<file path="src/rtl/freq_detect.sv">
// Peak-frequency detector: scans channel-1 FFT bins, tracks the largest re^2+im^2
// and holds the winning bin for the weight stage until it signals completion.
module freq_detect #(
   parameter logic [9:0]  MINBIN = 10'd1,
   parameter logic [9:0]  MAXBIN = 10'd511,
   parameter logic [27:0] THRESH = 28'd4096
) (
   input  logic        clk,
   input  logic        reset,
   input  logic        fftdone,
   input  logic [27:0] ram1q,
   input  logic        wbdone,
   output logic [9:0]  rdaddr1,
   output logic [9:0]  maxbin,
   output logic [27:0] maxpwr,
   output logic        detectdone,
   output logic        nosig,
   output logic        busy
);

   typedef enum logic [1:0] {IDLE, SCAN, DRAIN, HOLD} state_t;

   state_t             state;
   logic [1:0]         drain_cnt;
   logic               vld_p0;
   logic               vld_p1;
   logic [9:0]         bin_p1;
   logic [27:0]        pwr_p1;

   // Squares of 14-bit signed parts are at most 2^26 each, so the sum fits 28 bits.
   function automatic logic [27:0] power(input logic [27:0] q);
      logic signed [27:0] re;
      logic signed [27:0] im;
      re = {{14{q[27]}}, q[27:14]};
      im = {{14{q[13]}}, q[13:0]};
      return $unsigned(re * re) + $unsigned(im * im);
   endfunction

   // P1: bin power and its tag, sampled one cycle after the address was registered
   always_ff @(posedge clk) begin
      pwr_p1 <= power(ram1q);
      bin_p1 <= rdaddr1;
   end

   always_ff @(posedge clk or negedge reset) begin
      if (!reset) vld_p1 <= 1'b0;
      else        vld_p1 <= vld_p0;
   end

   // P2: strict greater-than compare keeps the lowest bin on ties
   always_ff @(posedge clk or negedge reset) begin
      if (!reset) begin
         state      <= IDLE;
         drain_cnt  <= 2'd0;
         vld_p0     <= 1'b0;
         rdaddr1    <= 10'd0;
         maxbin     <= 10'd0;
         maxpwr     <= 28'd0;
         detectdone <= 1'b0;
         nosig      <= 1'b0;
         busy       <= 1'b0;
      end else begin
         nosig  <= 1'b0;
         vld_p0 <= 1'b0;
         if (vld_p1 && (pwr_p1 > maxpwr)) begin
            maxpwr <= pwr_p1;
            maxbin <= bin_p1;
         end
         case (state)
            IDLE: begin
               if (fftdone) begin
                  state   <= SCAN;
                  busy    <= 1'b1;
                  rdaddr1 <= MINBIN;
                  maxpwr  <= 28'd0;
                  maxbin  <= 10'd0;
                  vld_p0  <= 1'b1;
               end
            end
            SCAN: begin
               if (rdaddr1 == MAXBIN) begin
                  state     <= DRAIN;
                  drain_cnt <= 2'd0;
               end else begin
                  rdaddr1 <= rdaddr1 + 10'd1;
                  vld_p0  <= 1'b1;
               end
            end
            DRAIN: begin
               if (drain_cnt == 2'd2) begin
                  busy <= 1'b0;
                  if (maxpwr >= THRESH) begin
                     state      <= HOLD;
                     detectdone <= 1'b1;
                     rdaddr1    <= maxbin;
                  end else begin
                     state   <= IDLE;
                     nosig   <= 1'b1;
                     rdaddr1 <= 10'd0;
                  end
               end else begin
                  drain_cnt <= drain_cnt + 2'd1;
               end
            end
            HOLD: begin
               if (wbdone) begin
                  state      <= IDLE;
                  detectdone <= 1'b0;
                  rdaddr1    <= 10'd0;
               end
            end
         endcase
      end
   end

endmodule

</file>
<file path="config.mk">
export PLATFORM = sky130hd
export DESIGN_NAME = freq_detect
export DESIGN_NICKNAME = d
export VERILOG_FILES = /design/src/rtl/freq_detect.sv
export SDC_FILE = /design/constraint.sdc
export NUM_CORES = 1
export LEC_CHECK = 0
export ABC_CLOCK_PERIOD_IN_PS = 2700
export BUFFER_PORTS_ARGS = -buffer_cell sky130_fd_sc_hd__buf_2
export CORE_ASPECT_RATIO = 0.8
export CORE_MARGIN = 10
export CORE_UTILIZATION = 25
export DETAILED_ROUTE_END_ITERATION = 10
export GPL_TIMING_DRIVEN = 0
export PLACE_DENSITY_LB_ADDON = 0.3
export SLEW_MARGIN = 20
export SYNTH_ARGS = -nofsm -noshare
export SYNTH_HDL_FRONTEND = slang
export SYNTH_SLANG_ARGS = --single-unit
export TNS_END_PERCENT = 50
</file>
<file path="constraint.sdc">
create_clock -name clk -period 2.7 [get_ports clk]
set_input_delay 0.54 -clock clk [delete_from_list [all_inputs] [get_ports clk]]
set_output_delay 0.54 -clock clk [all_outputs]
set_load 0.01 [all_outputs]
</file>
==> results.txt <==
The flow ran to the end, but the final reports show violations. The checks that failed: setup timing. Counting the fill cells in the layout gives 7377. The run gives 14.7k as the via count of the first global-routing pass.

The initial DRC count was 679; the number of iterations in the first detailed-routing pass was 5. Data on the critical path arrives at its endpoint at 6960 ps. The post-route netlist has 22.3% of its cells at a drive strength greater than 1.

The share of the yosys chip area belonging to registers was 12.1%; the site row count was 88. The worst setup path is captured at a register. The logs give 0 for the number of remaining DRC errors and 0.00219 mm^2 for the sequential cell area in the final layout. Worst-case clock buffer depth: 2. Leaving out fill and tap cells, the most frequent cell in the layout is sky130_fd_sc_hd__inv_1. The full die area was 0.0837 mm^2; the slack of the worst reg-to-reg path was 90 ps.

For the number of synthesis warnings, the log shows 0. The number of violations of the max-capacitance limit was 0. The number of buffers added by the clock tree synthesis step came out at 9.

For the number of routed nets with antenna violations, the log shows 0. The worst pin sits at a relative slew slack of 53.1%. The run gives 0 as the count of final hold-check violations. The type of the worst setup path was in2reg. The cell area after synthesis was 0.0181 mm^2; the placeable core region was 0.0720 mm^2. Once the floorplan was initialized, standard cells occupied 25.2% of the core. The root buffer selected by CTS is sky130_fd_sc_hd__clkbuf_16. The worst path in the final design needs a cycle of 6680 ps, including I/O delays and setup.

The endpoint identified for the worst register-to-register timing path is maxpwr[3]$_DFF_PN0_. TritonCTS built the clock tree. The most used flip-flop cell after synthesis is sky130_fd_sc_hd__dfrtp_1. The number of nets in the layout was 2645.

First element of the critical path: ram1q[16]. In this run the mean area of a mapped cell was 9.79 um^2. After synthesis the netlist holds a flip-flop and latch count of 95. When the netlist entered floorplanning its net count stood at 2433.

The tools report the unique cell type count in the Yosys netlist as 58. After synthesis, the share of flip-flops with an asynchronous set or reset is 60.0%. Setup repair after global routing could not meet its margin everywhere.

Final hold analysis gives a worst-case slack of 51.3 ps. The TritonCTS sink count came out at 95. The synthesis-to-layout area growth was 27.5%; the number of setup violations in the final report was 25. Walking the worst path, the cells encountered are buf_12 -> clkbuf_16 -> and2_4 -> fa_1 -> fa_1 -> inv_2 -> fa_1 -> fa_1 -> inv_2 -> fa_1 -> fa_1 -> fa_1 -> inv_2 -> fa_2 -> inv_2 -> ha_4 -> o211ai_1 -> nor3_2 -> a211oi_2 -> a211oi_4 -> a221oi_4 -> buf_4 -> o21bai_1 -> xor2_1. Yosys mapped a number of flops with a built-in enable equal to 0.

The number of H-tree branching levels was 3. The slew of the pin with the lowest slew margin works out to 697 ps. The logs give 12.4 ps for the setup clock skew after layout and 0 for the max-slew violation total from the final report. Number of buffers and inverters on the critical path: 7. Across every metal layer, demand over resource in global routing totals 12.1%. By instance count, the cell type seen most on the critical path is sky130_fd_sc_hd__fa_1. The detail-routed via count per cell was 4.42; the vias after detailed routing was 13.3k. The run gives -3980 ps as the worst setup margin. In this run the worst hold path is classified as in2async. Clock-pin slew was measured on the worst setup and hold paths at 70 ps. In this run the worst path has a maximum fanout of 6. For the clock latency on the worst-skew pair, the log shows 350 ps. The cell family contributing the most delay on the critical path is adder cells. Based on the critical path, the design can be clocked at up to 150 MHz.

Entering global routing, the biggest net connects 42 pins. In the layout the commonest cells are 450 x sky130_fd_sc_hd__inv_1, 376 x sky130_fd_sc_hd__fa_1, 127 x sky130_fd_sc_hd__nand2_1. Global routing finished with a remaining overflow of 0. Routability-driven placement finished with a final weighted congestion of 0.865.

For this run, the share of the core covered by cells in the final layout is 32.1%. The die is 321 um wide. The final critical path takes up 247% of the cycle.

From bottom edge to top edge, the die measures 261 um. The tools report the number of inserted diodes as 0. The worst setup path is launched from an input pin. The largest individual stage delay along the critical path comes from the cell sky130_fd_sc_hd__fa_1. The startpoint identified for the worst register-to-register timing path is maxpwr[19]$_DFF_PN0_. Counting cells, the worst reg-to-reg path comes to 11. The first global-routing pass estimated 80.6 mm of wire. Count of mapped cells out of synthesis: 1851. Buffers inserted to repair hold after CTS numbered 0. STA puts the critical path data required time at 2980 ps. The HPWL after detailed placement is 41.1 mm.

The total routed wirelength is 49.7 mm, and the number of I/O pins is 83. In this design, the stage delay of the slowest critical-path cell is 560 ps. The footprint of the multi-input gates was 0.0149 mm^2; the wire length per cell after detailed routing was 16.5 um. Initial antenna violation count: 1. The port buffer count came out at 81.
==> cell usage after synthesis, drive strengths merged, types with 3 or more instances <==
cell / number / share of area (%)
clkbuf: 56 / 1.2
fa: 403 / 45
and2: 97 / 3.3
a31oi: 7 / 0.24
xnor2: 37 / 1.8
nand4: 5 / 0.17
o31ai: 3 / 0.12
o211ai: 43 / 1.8
a21o: 17 / 0.70
nand2b: 20 / 0.69
a211oi: 5 / 0.21
nor3: 5 / 0.14
a21oi: 36 / 0.99
and3: 11 / 0.44
xor2: 13 / 0.63
and4: 3 / 0.15
nand3: 7 / 0.22
dfxtp: 38 / 4.2
nor2b: 8 / 0.32
o2111ai: 39 / 1.9
inv: 482 / 10
o21bai: 4 / 0.17
or3: 40 / 1.4
o21ai: 31 / 0.86
dfrtp: 57 / 7.9
nand2: 147 / 3.0
ha: 147 / 10
nor4: 6 / 0.21
nor2: 45 / 0.93
buf: 11 / 0.32
==> cells by family after synthesis <==
family | Yosys count | share of synthesized area (%)
multiplexers | 2 | 0.124
AO/OA/AOI/OAI | 204 | 7.91
adder cells (fa/ha/maj) | 550 | 54.7
AND/OR/NAND/NOR | 400 | 11.3
flip-flops | 95 | 12.1
buffers and inverters | 550 | 11.5
XOR/XNOR | 50 | 2.42
==> routing by layer <==
metal	routed length (um)	share of wire, %	vias to the layer above	GRT usage [%]
met2	23600	48	231	20.1
met1	23500	47	6976	17.0
met4	348	0.70	0	1.29
li1	-	-	6093	-
met3	2260	4.5	22	1.72
met5	0	0	-	0
==> worst max path at each step <==
stage                               endpoint  slack [ps]  cells past startpoint
final                     pwr_p1[23]$_DFF_P_       -3980                     24
after global routing      pwr_p1[27]$_DFF_P_       -4210                     25
after CTS                 pwr_p1[26]$_DFF_P_       -4000                     23
after detailed placement  pwr_p1[26]$_DFF_P_       -4850                     24
after global placement    pwr_p1[26]$_DFF_P_       -4830                     24
after floorplan           pwr_p1[26]$_DFF_P_       -3850                     24
==> repair_timing <==
action | 4_1_cts | 5_1_grt
buffers inserted | 92 | 31
resized for setup | 283 | 79
endpoints found under the hold margin | 0 | 0
pin swaps | 120 | 80
endpoints found under the setup margin | 63 | 63
gates cloned | 1 | 1
==> flip-flops by register name (all words and copies together) (netlist names), 2 cells and up <==
register,count
bin_p1,10
drain_cnt,2
maxbin,10
maxpwr,28
pwr_p1,28
rdaddr1,10
state,2
==> metrics by stage <==
step | instance area [um^2] | setup TNS [ps] | cells | setup slack (ps)
2_1_floorplan | 18600 | -73400 | 1851 | -3850
3_3_place_gp | 20200 | -112560 | 2877 | -4830
3_5_place_dp | 20200 | -113900 | 2878 | -4850
4_1_cts | 22600 | -77120 | 2985 | -4000
5_1_grt | 23100 | -82660 | 3013 | -4210
6_report | 23100 | -78710 | 3013 | -3980
==> cell type report <==
type / count / area share [%]
sequential: 95 / 9.48
inverter: 483 / 7.90
clock buffer: 11 / 1.10
clock inverter: 5 / 0.265
multi-input combinational: 1206 / 64.6
buffer: 66 / 3.73
tap: 945 / 5.12
timing repair buffer: 202 / 7.86
Power is not shown: default switching activity piles up to over one toggle a cycle in this logic, so the estimate is an artifact.
